### src/rtl/oled_string_renderer.sv
// Streams SSD1306 page/column commands followed by font ROM glyph columns for a string of 8- or 16-wide glyphs.
// Build option: define TAIL_CLEAR_EN to pad each row with 0x00 data bytes out to the last display column.
`timescale 1ns/1ps

module oled_string_renderer #(
    parameter int MAX_CHARS = 16,
    parameter int OLED_COLS = 128,
    localparam int CW = $clog2(MAX_CHARS + 1)
) (
    input  logic          sys_clk,
    input  logic          rst,
    input  logic          start,
    input  logic [2:0]    page,
    input  logic [6:0]    col,
    input  logic [CW-1:0] num_chars,
    output logic [CW-1:0] char_idx,
    input  logic [5:0]    char_code,
    input  logic          char_wide,
    output logic [5:0]    font_sel,
    output logic          font_row,
    output logic [8:0]    index,
    input  logic [7:0]    font_data,
    output logic          out_valid,
    input  logic          out_ready,
    output logic [7:0]    out_byte,
    output logic          out_dc,
    output logic          busy,
    output logic          done
);

    localparam logic [7:0] COL_LAST = 8'(OLED_COLS - 1);

    typedef enum logic [3:0] {
        ST_IDLE,
        ST_CMD_PG,
        ST_CMD_CL,
        ST_CMD_CH,
        ST_FETCH,
        ST_LATCH,
        ST_DATA,
        ST_TAIL,
        ST_ROW_END,
        ST_DONE
    } state_t;

    state_t        state_reg;
    logic [2:0]    page_reg;
    logic [6:0]    col_reg;
    logic [CW-1:0] nchars_reg;
    logic [7:0]    cc_reg;
    logic [3:0]    gcol_reg;
    logic          glyph_end_reg;

    logic [CW-1:0] char_idx_reg;
    logic [5:0]    font_sel_reg;
    logic          font_row_reg;
    logic [8:0]    index_reg;
    logic          out_valid_reg;
    logic [7:0]    out_byte_reg;
    logic          out_dc_reg;
    logic          busy_reg;
    logic          done_reg;

    logic       xfer;
    logic [3:0] last_gcol;

    assign xfer      = out_valid_reg & out_ready;
    assign last_gcol = char_wide ? 4'd15 : 4'd7;

    assign char_idx  = char_idx_reg;
    assign font_sel  = font_sel_reg;
    assign font_row  = font_row_reg;
    assign index     = index_reg;
    assign out_valid = out_valid_reg;
    assign out_byte  = out_byte_reg;
    assign out_dc    = out_dc_reg;
    assign busy      = busy_reg;
    assign done      = done_reg;

    always_ff @(posedge sys_clk) begin
        if (rst) begin
            state_reg     <= ST_IDLE;
            page_reg      <= '0;
            col_reg       <= '0;
            nchars_reg    <= '0;
            cc_reg        <= '0;
            gcol_reg      <= '0;
            glyph_end_reg <= 1'b0;
            char_idx_reg  <= '0;
            font_sel_reg  <= '0;
            font_row_reg  <= 1'b0;
            index_reg     <= '0;
            out_valid_reg <= 1'b0;
            out_byte_reg  <= '0;
            out_dc_reg    <= 1'b0;
            busy_reg      <= 1'b0;
            done_reg      <= 1'b0;
        end else begin
            done_reg <= 1'b0;
            case (state_reg)
                ST_IDLE: begin
                    if (start) begin
                        page_reg     <= page;
                        col_reg      <= col;
                        nchars_reg   <= num_chars;
                        cc_reg       <= {1'b0, col};
                        gcol_reg     <= '0;
                        char_idx_reg <= '0;
                        font_row_reg <= 1'b0;
                        busy_reg     <= 1'b1;
                        if (num_chars == '0) begin
                            state_reg <= ST_DONE;
                        end else begin
                            out_valid_reg <= 1'b1;
                            out_dc_reg    <= 1'b0;
                            out_byte_reg  <= {5'b10110, page};
                            state_reg     <= ST_CMD_PG;
                        end
                    end
                end
                ST_CMD_PG: begin
                    if (xfer) begin
                        out_byte_reg <= {4'h0, col_reg[3:0]};
                        state_reg    <= ST_CMD_CL;
                    end
                end
                ST_CMD_CL: begin
                    if (xfer) begin
                        out_byte_reg <= {5'b00010, col_reg[6:4]};
                        state_reg    <= ST_CMD_CH;
                    end
                end
                ST_CMD_CH: begin
                    if (xfer) begin
                        out_valid_reg <= 1'b0;
                        font_sel_reg  <= char_code;
                        index_reg     <= {5'd0, gcol_reg};
                        state_reg     <= ST_FETCH;
                    end
                end
                // ROM address is already registered, so font_data is valid during LATCH.
                ST_FETCH: begin
                    state_reg <= ST_LATCH;
                end
                // Glyph bookkeeping is done here so char_code for the next glyph is settled by DATA.
                ST_LATCH: begin
                    out_byte_reg  <= font_data;
                    out_dc_reg    <= 1'b1;
                    out_valid_reg <= 1'b1;
                    if (gcol_reg == last_gcol) begin
                        gcol_reg      <= '0;
                        char_idx_reg  <= char_idx_reg + CW'(1);
                        glyph_end_reg <= 1'b1;
                    end else begin
                        gcol_reg      <= gcol_reg + 4'd1;
                        glyph_end_reg <= 1'b0;
                    end
                    state_reg <= ST_DATA;
                end
                ST_DATA: begin
                    if (xfer) begin
                        cc_reg <= cc_reg + 8'd1;
                        if (cc_reg == COL_LAST) begin
                            out_valid_reg <= 1'b0;
                            state_reg     <= ST_ROW_END;
                        end else if (glyph_end_reg && (char_idx_reg == nchars_reg)) begin
`ifdef TAIL_CLEAR_EN
                            out_byte_reg <= 8'h00;
                            state_reg    <= ST_TAIL;
`else
                            out_valid_reg <= 1'b0;
                            state_reg     <= ST_ROW_END;
`endif
                        end else begin
                            out_valid_reg <= 1'b0;
                            font_sel_reg  <= char_code;
                            index_reg     <= {5'd0, gcol_reg};
                            state_reg     <= ST_FETCH;
                        end
                    end
                end
`ifdef TAIL_CLEAR_EN
                ST_TAIL: begin
                    if (xfer) begin
                        cc_reg <= cc_reg + 8'd1;
                        if (cc_reg == COL_LAST) begin
                            out_valid_reg <= 1'b0;
                            state_reg     <= ST_ROW_END;
                        end
                    end
                end
`endif
                ST_ROW_END: begin
                    if (!font_row_reg && (page_reg != 3'd7)) begin
                        font_row_reg  <= 1'b1;
                        char_idx_reg  <= '0;
                        gcol_reg      <= '0;
                        cc_reg        <= {1'b0, col_reg};
                        out_valid_reg <= 1'b1;
                        out_dc_reg    <= 1'b0;
                        out_byte_reg  <= {5'b10110, page_reg + 3'd1};
                        state_reg     <= ST_CMD_PG;
                    end else begin
                        state_reg <= ST_DONE;
                    end
                end
                ST_DONE: begin
                    done_reg  <= 1'b1;
                    busy_reg  <= 1'b0;
                    state_reg <= ST_IDLE;
                end
                default: begin
                    state_reg <= ST_IDLE;
                end
            endcase
        end
    end

endmodule

### config.mk
export PLATFORM = sky130hd
export DESIGN_NAME = oled_string_renderer
export DESIGN_NICKNAME = d
export VERILOG_FILES = /design/src/rtl/oled_string_renderer.sv
export SDC_FILE = /design/constraint.sdc
export NUM_CORES = 1
export LEC_CHECK = 0
export ABC_AREA = 1
export ABC_CLOCK_PERIOD_IN_PS = 4800
export CORE_MARGIN = 4
export CORE_UTILIZATION = 25
export DETAILED_ROUTE_END_ITERATION = 8
export PLACE_DENSITY_LB_ADDON = 0.25
export SLEW_MARGIN = 20
export SYNTH_ARGS = -nofsm -noshare
export SYNTH_HDL_FRONTEND = slang
export SYNTH_SLANG_ARGS = --single-unit
export TNS_END_PERCENT = 100
### constraint.sdc
create_clock -name sys_clk -period 4.8 [get_ports sys_clk]
set_input_delay 1.44 -clock sys_clk [delete_from_list [all_inputs] [get_ports sys_clk]]
set_output_delay 1.44 -clock sys_clk [all_outputs]
set_load 0.02 [all_outputs]
* Yosys cells after proc, flatten, opt, wreduce, memory -nomap -nowiden
Index checks and enable logic that the tools add are counted.
Operators by class: add/subtract/negate cells 4, eq/ne operators 23, muxes and demuxes 54, bitwise logic cells 1, reductions and logical operators 24
Operator list (number):
- $mux W8 | 8
- $mux W4 | 13
- $pmux W8 S5 | 1
- $mux W9 | 4
- $pmux W4 S8 | 1
- $mux W6 | 4
- $pmux W8 S3 | 1
- $ne A2 B2 Y1 const B | 10
- $pmux W9 S2 | 1
- $mux W5 | 3
- $pmux W5 S3 | 1
- $reduce_and A5 Y1 | 3
- $eq A4 B3 Y1 const B | 3
- $pmux W4 S3 | 1
- $pmux W6 S2 | 1
- $reduce_and A4 Y1 | 3
- $mux W1 | 11
- $add A8 B1 Y8 const B | 1
- $eq A4 B2 Y1 const B | 2
- $eq A4 B4 Y1 const B | 2
- $eq A8 B7 Y1 const B | 1
- $reduce_and A3 Y1 | 2
- $reduce_and A6 Y1 | 1
- $reduce_bool A2 Y1 | 3
- 21 further kinds | 25
Word-level totals: bits in registers 65, input bits 34, output and inout bits 33, word-level logic and storage cells 122

* Logic depth before layout (Yosys ltp)
Gate-level depths: netlist (run 1).
depth after elaboration 6, mapped depth 12, depth with buffers taken out 11

* Least setup slack after synthesis (run 1)
No wires, ideal clock.
path type input to register, start in num_chars[1], end reg out_byte_reg[5] (netlist: out_byte[5]), library setup time 0.113 ns, arrival 2.210 ns, required time 4.687 ns, path slack 2.477 ns, stages 10, buffers on the path 1, cell sequence nor2_1 -> nand2_1 -> nand3b_2 -> nand2_1 -> nor2_2 -> nand2_2 -> buf_6 -> nand2_1 -> nand2_1 -> nor2_1
On the way: word-level cells in the longest chain between the ends 3
RTL lines:
- start, declared | line 15 | input logic [CW-1:0] num_chars,
- $logic_not A5 Y1 | line 111 | if (num_chars == '0) begin
- $ne A2 B2 Y1 (no source line)
- $reduce_and A6 Y1 (no source line)
- end signal, assigned | line 116 | out_byte_reg <= {5'b10110, page};
- end signal, assigned | line 123 | out_byte_reg <= {4'h0, col_reg[3:0]};
- end signal, assigned | line 129 | out_byte_reg <= {5'b00010, col_reg[6:4]};
- end, declared | line 59 | logic [7:0] out_byte_reg;
Every way passes these cells. A chain may end at the register's enable or synchronous reset.

==> run summary, run 1 <==
P&R area growth vs syn = 32.1%
DR iter-0 viols = 199
filler cell count = 1,370
first-pass GRT wire length = 14,300 µm
Cells after Synth = 481
Tcrit/Tclk final = 0.615
clock buffer count from CTS = 9
Residual DRC = 0
hold_buf cts = 0
Synth top cells by count = nand2_1 (117), dfxtp_1 (60), nor2_1 (53)
DR vias = 3,158
total clock sinks = 60
post-DP HPWL = 6540 µm
Post-synth ARST share = 0
Total GRT Usage = 0.123
routability congestion estimate = 0.869
vias in the first global route = 3,021
CP Class = input port to flop
largest net degree at the start of global routing = 31
Worst setup EP type = flop
# setup viols final = 0
Slew @ Worst Pin = 938 ps
Max Cap Viol = 0
placed cell area = 3920 µm²
fin crit period = 2950 ps
Critical Path RT = 5060 ps
most used standard cell by instance count after synthesis = nand2_1
num rows = 41
top cell type's share of synthesized area = 0.376
final hold vios = 0
core region area = 12,600 µm²
peak supply drop = 0.180 mV
root buffer cell = clkbuf_16
CTS tree = yes
Setup TNS = 0 ps
Avg Inst Size Synth = 6.65 µm²
Peak Freq = 0.339 GHz
outcome = finished clean
Clk pin slew, worst setup/hold paths = 60 ps
Post-DRT Antenna Nets = 0
pwr dens = 505 nW/µm²
cell accounting for the most synthesized area = dfxtp_1
fraction of layout cells with a size suffix above 1 = 0.0923
DR WL/cell = 12.3 µm
vias per inst = 4.42
first drt pass iteration count = 4
Design Area, Final = 4220 µm²
Clock Skews = 6.06 ps
synth top area cells = dfxtp_1 (38%), nand2_1 (14%), a21oi_1 (7.8%)
crit path max fanout = 23
pins over their slew limit = 0
Worst-Skew Late Latency = 330 ps
Top Ports = 67
Mapped Area = 3200 µm²
Post-Route WL = 8790 µm
Slew HR = 0.373
Starting Density = 0.254
DIE AREA = 14,700 µm²
crit path launch type = input port
post-synth cell types = 34
die height = 121 µm
IO buf count = 61
Die Width = 121 µm
leak pwr = 1.77 nW
gr ovfl total = 0
Total Nets Final = 576
sequential share of the synthesized area = 0.376
Setup Buffers After CTS = 0
Hold Path Class = flop to flop
EDFF count, synth = 0
post-synthesis sequential element count = 60
antenna violations before repair = 0
unrepaired setup endpoints after global routing = no
top_reg_cell synth = dfxtp_1
H-tree level count = 3
worst path arrival time = 3220 ps
Max Root-Sink Buffers = 2
Resize count post-CTS = 0
Synth warnings = 0
n_diodes = 0
## cells in the final DEF (no fill, tap or decap), types with 8 or more instances in the layout
cell,netlist,routed
clkdlybuf4s50_1,0,61
dfxtp_1,60,60
o21ai_0,25,25
inv_2,8,8
clkbuf_16,0,9
nor2_1,53,53
inv_1,50,50
nand2_1,117,117
a21oi_1,50,50
nand3_1,39,39
## where the power goes
| part | internal [mW] | switching, mW | total [mW] |
|---|---|---|---|
| Clock | 0.404 | 0.252 | 0.656 |
| Sequential | 0.611 | 0.0858 | 0.697 |
| Combinational | 0.268 | 0.512 | 0.780 |
| Total | 1.28 | 0.850 | 2.13 |
## layout make-up
type,instances,area [µm²],share of cell area
Clock buffer,9,225,0.0533
Sequential cell,60,1200,0.285
Multi-Input combinational cell,344,1650,0.392
Tap cell,172,215,0.0510
Inverter,59,224,0.0531
Timing Repair Buffer,63,626,0.148
Clock inverter,7,76.3,0.0181
## critical path, stage by stage
cell and delay (ps):
clkdlybuf4s50_1 390, buf_4 220, inv_1 500, buf_4 370
o21ai_0 140, a21oi_1 120
## final timing paths
check | startpoint | endpoint | depth (start not counted) | slack, ps
setup / recovery | rst | state_reg[0] | 6 | 1850
hold / removal | out_dc | out_dc | 2 | 470
setup reg to reg | state_reg[1] | cc_reg[3] | 9 | 2620
hold reg to reg | out_dc | out_dc | 2 | 470
## kinds of logic (layout without fill, tap and decap cells)
group                    Yosys count  in the layout  synth area share
AND/OR/NAND/NOR                  238            238             0.327
AO/OA/AOI/OAI                     93             93             0.157
buffers and inverters             81            138             0.112
flip-flops                        60             60             0.376
adder cells (fa/ha/maj)            5              5            0.0196
XOR/XNOR                           3              3           0.00822
other                              1              5           0.00117
## per-layer routing
metal | wire length (µm) | global-route usage | up-vias
met1 | 4080 | 0.150 | 1421
li1 | - | - | 1659
met2 | 4200 | 0.204 | 68
met5 | 0 | 0 | -
met4 | 129 | 0.0489 | 0
met3 | 376 | 0.0322 | 10
## metrics by stage
stage	hold WS (ps)	total power, mW	setup slack [ps]	utilization	cells
finish	469	2.13	1850	0.336	714
global route	495	2.30	1710	0.336	714
CTS	471	2.16	1830	0.336	714
detailed placement	462	1.49	1480	0.312	698
global placement	457	1.48	1530	0.312	698
floorplan	440	1.28	2480	-	485
Power figures use the tool's default switching activity.
==> inputs of run 2 (changes only) <==
--- a/config.mk
+++ b/config.mk
@@ -6,7 +6,7 @@
 export NUM_CORES = 1
 export LEC_CHECK = 0
 export ABC_AREA = 1
-export ABC_CLOCK_PERIOD_IN_PS = 4800
+export ABC_CLOCK_PERIOD_IN_PS = 2800
 export CORE_MARGIN = 4
 export CORE_UTILIZATION = 25
 export DETAILED_ROUTE_END_ITERATION = 8
==> constraint.sdc (replaced) <==
create_clock -name sys_clk -period 2.8 [get_ports sys_clk]
set_input_delay 0.84 -clock sys_clk [delete_from_list [all_inputs] [get_ports sys_clk]]
set_output_delay 0.84 -clock sys_clk [all_outputs]
set_load 0.02 [all_outputs]
==> run summary, run 2 (synthesis gave the netlist of run 1 again) <==
DR WL/cell = 12.5 µm (+1.3%)
leak pwr = 1.81 nW (+1.8%)
Clk pin slew, worst setup/hold paths = 60 ps (about the same)
Critical Path RT = 1960 ps (-3100 ps)
Total GRT Usage = 0.130 (+0.00729)
largest net degree at the start of global routing = 29 (-6.5%)
fraction of layout cells with a size suffix above 1 = 0.0989 (+0.00665)
Max Root-Sink Buffers = 2 (unchanged)
crit path launch type = flop
commonest non-fill, non-tap cell in the layout = nand2_1
Residual DRC = 0 (unchanged)
CP Cell Sequence = clkdlybuf4s50_1
Starting Density = 0.254 (unchanged)
peak supply drop = 0.294 mV (+64%)
DRT met1 WL = 4190 µm (+2.6%)
Tcrit/Tclk final = 0.828
num rows = 41 (unchanged)
Max Used Layer = met4
root buffer cell = clkbuf_16
hold_buf cts = 0 (unchanged)
Largest stage delay, worst path = 680 ps (+180 ps)
worst path arrival time = 1480 ps (-1740 ps)
first-pass GRT wire length = 14,900 µm (+4.3%)
Slew HR = 0.587 (+0.213)
CP Class = flop to primary output
n_diodes = 0 (unchanged)
Slew @ Worst Pin = 618 ps (-319 ps)
Post-DRT Antenna Nets = 0 (unchanged)
DR iter-0 viols = 141 (-29%)
placed cell area = 3970 µm² (+1.3%)
Worst setup EP type = primary output
Max Cap Viol = 0 (unchanged)
first drt pass iteration count = 4 (unchanged)
antenna violations before repair = 0 (unchanged)
core region area = 12,600 µm² (unchanged)
Setup TNS = 0 ps (unchanged)
pwr dens = 866 nW/µm² (+71%)
DR WL met2 = 4170 µm (-0.74%)
Hold Path Class = flop to flop
Post-Route WL = 8960 µm (+1.9%)
CTS tree = yes
H-tree level count = 3 (unchanged)
Total Nets Final = 581 (+0.87%)
gr ovfl total = 0 (unchanged)
Final Instance Count excl. Fillers = 718 (+0.56%)
IO buf count = 61 (unchanged)
crit path max fanout = 7 (-70%)
post-DP HPWL = 6760 µm (+3.3%)
fin crit period = 2320 ps
Setup Buffers After CTS = 0 (unchanged)
P&R area growth vs syn = 33.3%
placed cell count = 703 (+0.72%)
Resize count post-CTS = 0 (unchanged)
Design Area, Final = 4260 µm² (+0.95%)
outcome = finished clean
commonest non-fill, non-tap cells in the layout = nand2_1 (117), clkdlybuf4s50_1 (61), dfxtp_1 (60), nor2_1 (53)
pins over their slew limit = 0 (unchanged)
unrepaired setup endpoints after global routing = no
vias in the first global route = 3,040 (+0.63%)
total clock sinks = 60 (unchanged)
DIE AREA = 14,700 µm² (unchanged)
vias per inst = 4.38 (-0.87%)
final hold vios = 0 (unchanged)
clock buffer count from CTS = 9 (unchanged)
Clock Skews = 7.04 ps (+0.984 ps)
DR vias = 3,148 (-0.32%)
wire length on met3 = 415 µm (+10%)
# setup viols final = 0 (unchanged)
die height = 121 µm (unchanged)
delay-heaviest family, CP = buffers and inverters
CP Buf/Inv Count = 1 (-3)
Worst-Skew Late Latency = 340 ps (about the same)
Peak Freq = 0.431 GHz
Die Width = 121 µm (unchanged)
Critical Path Slowest Stage Cell = clkdlybuf4s50_1
Top Ports = 67 (unchanged)
routability congestion estimate = 0.833 (-4.2%)
==> run 2: changes by cell type in the layout (fill, tap and decap cells not counted) <==
cell,change
buf_12,+1
clkbuf_8,+1
inv_6,-1
clkinvlp_4,-1
buf_4,+4
clkinv_2,+2
clkinv_4,-2
==> run 2: path summary, 6_finish.rpt <==
| path | startpoint | end | slack [ps] | cells after the start |
|---|---|---|---|---|
| setup reg to reg | state_reg[1] | cc_reg[5] | 710 | 9 |
| hold reg to reg | nchars_reg[3] | nchars_reg[3] | 460 | 2 |
| setup / recovery | char_idx[0] | char_idx[0] | 480 | 1 |
| hold / removal | nchars_reg[3] | nchars_reg[3] | 460 | 2 |
==> run 2: stage by stage <==
step / worst slack (ps) / hold slack [ps] / util / power [mW]
2_1_floorplan: 1080 / 440 / - / 2.19
3_3_place_gp: 310 / 456 / 0.316 / 2.61
3_5_place_dp: 217 / 460 / 0.316 / 2.62
4_1_cts: 473 / 469 / 0.339 / 3.74
5_1_grt: 407 / 480 / 0.339 / 3.98
6_report: 482 / 465 / 0.339 / 3.69
==> run 2: power breakdown <==
group / leakage [nW] / internal [mW] / total [mW] / switching (mW)
Clock: 0.144 / 0.702 / 1.09 / 0.391
Sequential: 0.491 / 1.05 / 1.19 / 0.145
Combinational: 1.17 / 0.510 / 1.40 / 0.894
Total: 1.81 / 2.26 / 3.69 / 1.43
==> run 2: layout make-up <==
class                      count  area, µm²
inverter                      59        224
timing repair buffer          68        676
sequential                    60       1200
clock inverter                 5       52.6
multi-input combinational    344       1650
fill                        1356       8310
tap                          172        215
clock buffer                  10        239
==> run 2: per-layer routing <==
| metal | up-vias | track usage |
|---|---|---|
| li1 | 1660 | - |
| met1 | 1411 | 0.160 |
| met4 | 0 | 0.0446 |
| met5 | - | 0 |
| met2 | 66 | 0.211 |
| met3 | 11 | 0.0452 |
==> inputs of run 3 (changes only) <==
--- a/config.mk
+++ b/config.mk
@@ -6,7 +6,7 @@
 export NUM_CORES = 1
 export LEC_CHECK = 0
 export ABC_AREA = 1
-export ABC_CLOCK_PERIOD_IN_PS = 2800
+export ABC_CLOCK_PERIOD_IN_PS = 1860
 export CORE_MARGIN = 4
 export CORE_UTILIZATION = 25
 export DETAILED_ROUTE_END_ITERATION = 8
==> constraint.sdc (replaced) <==
create_clock -name sys_clk -period 1.86 [get_ports sys_clk]
set_input_delay 0.558 -clock sys_clk [delete_from_list [all_inputs] [get_ports sys_clk]]
set_output_delay 0.558 -clock sys_clk [all_outputs]
set_load 0.02 [all_outputs]
==> run summary, run 3 (synthesis gave the netlist of run 1 again) <==
Internal = 3.57 mW (+58%)
CTS tree = yes
# setup viols final = 0 (unchanged)
CP Class = flop to primary output
first drt pass iteration count = 4 (unchanged)
gr ovfl total = 0 (unchanged)
Hold Path Class = flop to flop
num rows = 41 (unchanged)
commonest non-fill, non-tap cell in the layout = nand2_1
Starting Density = 0.254 (unchanged)
Residual DRC = 0 (unchanged)
Setup TNS = 0 ps (unchanged)
antenna violations before repair = 0 (unchanged)
Largest stage delay, worst path = 600 ps (-80 ps)
Die Width = 121 µm (unchanged)
DR vias = 3,244 (+3.0%)
n_diodes = 0 (unchanged)
final hold vios = 0 (unchanged)
R2R Path Start = cc_reg[0]
commonest non-fill, non-tap cells in the layout = nand2_1 (117), dfxtp_1 (58), nor2_1 (51), inv_1 (50), a21oi_1 (50)
fin crit period = 1820 ps
crit path max fanout = 2 (-5)
root buffer cell = clkbuf_16
core region area = 12,600 µm² (unchanged)
Tcrit/Tclk final = 0.980
leak pwr = 2.18 nW (+21%)
DIE AREA = 14,700 µm² (unchanged)
hold_buf cts = 0 (unchanged)
Reg power frac = 0.312 (-0.011)
P&R area growth vs syn = 40.1%
Peak Freq = 0.549 GHz
Top Ports = 67 (unchanged)
clock buffer count from CTS = 9 (unchanged)
DR iter-0 viols = 162 (+15%)
vias per inst = 4.41 (+0.67%)
routability congestion estimate = 0.915 (+9.9%)
delay-heaviest family, CP = buffers and inverters
filler cell count = 1,345 (-0.81%)
Total Nets Final = 597 (+2.8%)
vias in the first global route = 3,083 (+1.4%)
crit path launch type = flop
largest net degree at the start of global routing = 31 (+6.9%)
Worst setup EP type = primary output
Post-DRT Antenna Nets = 0 (unchanged)
Worst Hold Launch = out_dc
DR WL/cell = 12.1 µm (-3.2%)
worst path arrival time = 1260 ps (-220 ps)
IO buf count = 61 (unchanged)
Final Util = 0.356 (+0.0172)
peak supply drop = 0.505 mV (+72%)
Clk pin slew, worst setup/hold paths = 50 ps (about the same)
die height = 121 µm (unchanged)
Worst-Skew Late Latency = 330 ps (about the same)
Final Instance Count excl. Fillers = 735 (+2.4%)
Post-Route WL = 8880 µm (-0.89%)
Psw = 2.18 mW (+53%)
Clock Skews = 9.65 ps (+2.61 ps)
hold_ws = 465 ps (+0.697 ps)
placed cell count = 719 (+2.3%)
Comb power frac = 0.380 (about the same)
Max Cap Viol = 0 (unchanged)
outcome = finished clean
CP Cell Sequence = clkdlybuf4s50_1
first-pass GRT wire length = 14,600 µm (-2.3%)
sw frac = 0.380 (-0.00755)
Worst setup startpoint = font_sel[3]
Total GRT Usage = 0.125 (-0.00501)
fraction of layout cells with a size suffix above 1 = 0.133 (+0.0343)
pwr dens = 1280 nW/µm² (+48%)
post-DP HPWL = 6760 µm (about the same)
pins over their slew limit = 0 (unchanged)
dpl ws = -244 ps (-461 ps)
Max Root-Sink Buffers = 2 (unchanged)
Critical Path Slowest Stage Cell = clkdlybuf4s50_1
clock share of power = 0.307 (+0.011)
Critical Path RT = 1300 ps (-660 ps)
CP Buf/Inv Count = 1 (unchanged)
PnR worst setup slack = 38.0 ps (-444 ps)
H-tree level count = 3 (unchanged)
total clock sinks = 60 (unchanged)
[run 3: cell types whose count changed in the layout (fill, tap and decap cells not counted), sizes merged]
cell	before	now
buf	7	23
bufinv	1	2
clkbuf	10	9
clkdlybuf4s50	61	38
clkinv	3	4
dlygate4sd2	0	9
dlymetal6s2s	0	14
[run 3: metal layers]
metal	part of all wire	routed length (µm)	vias up	track usage
met5	0	0	-	0
met4	0.020	180	0	0.0496
met3	0.051	456	13	0.0392
met2	0.48	4230	75	0.206
met1	0.45	4010	1461	0.151
li1	-	-	1695	-
[run 3: tightest hold or removal path, cell delays in order, from the launching register on]
cell	delay (ps)
dfxtp_1	310
nand2_1	60
a21oi_1	50
[run 3: cell type report]
cell class,instances,area (µm²),share of cell area
Multi-Input combinational cell,344,1670,0.374
Inverter,59,224,0.0500
Clock inverter,7,91.3,0.0204
Timing Repair Buffer,84,845,0.189
Clock buffer,9,225,0.0503
Sequential cell,60,1200,0.269
Tap cell,172,215,0.0481
[run 3: what timing repair did]
action                                  CTS  global route
buffers inserted                          0             0
gates resized for setup                   9            21
endpoints found under the setup margin    9            31
[run 3: power groups by stage]
stage | registers (mW) | clock network, mW | logic, mW
2_1_floorplan | 1.89 | 0 | 1.40
3_3_place_gp | 1.82 | 0 | 2.16
3_5_place_dp | 1.83 | 0 | 2.19
4_1_cts | 1.80 | 1.83 | 2.18
5_1_grt | 1.84 | 1.88 | 2.48
6_report | 1.80 | 1.77 | 2.19
[run 3: final timing paths]
| path | endpoint | slack, ps | depth (start not counted) |
|---|---|---|---|
| setup / recovery | font_sel[3] | 40 | 1 |
| hold reg to reg | out_dc | 470 | 2 |
| hold / removal | out_dc | 470 | 2 |
| setup reg to reg | index[3] | 130 | 9 |
[run 3: stage by stage]
step                total power, mW  cell area, µm²
floorplan                      3.29            3210
global placement               3.98            4120
detailed placement             4.02            4120
CTS                            5.81            4420
global route                   6.20            4480
finish                         5.75            4480
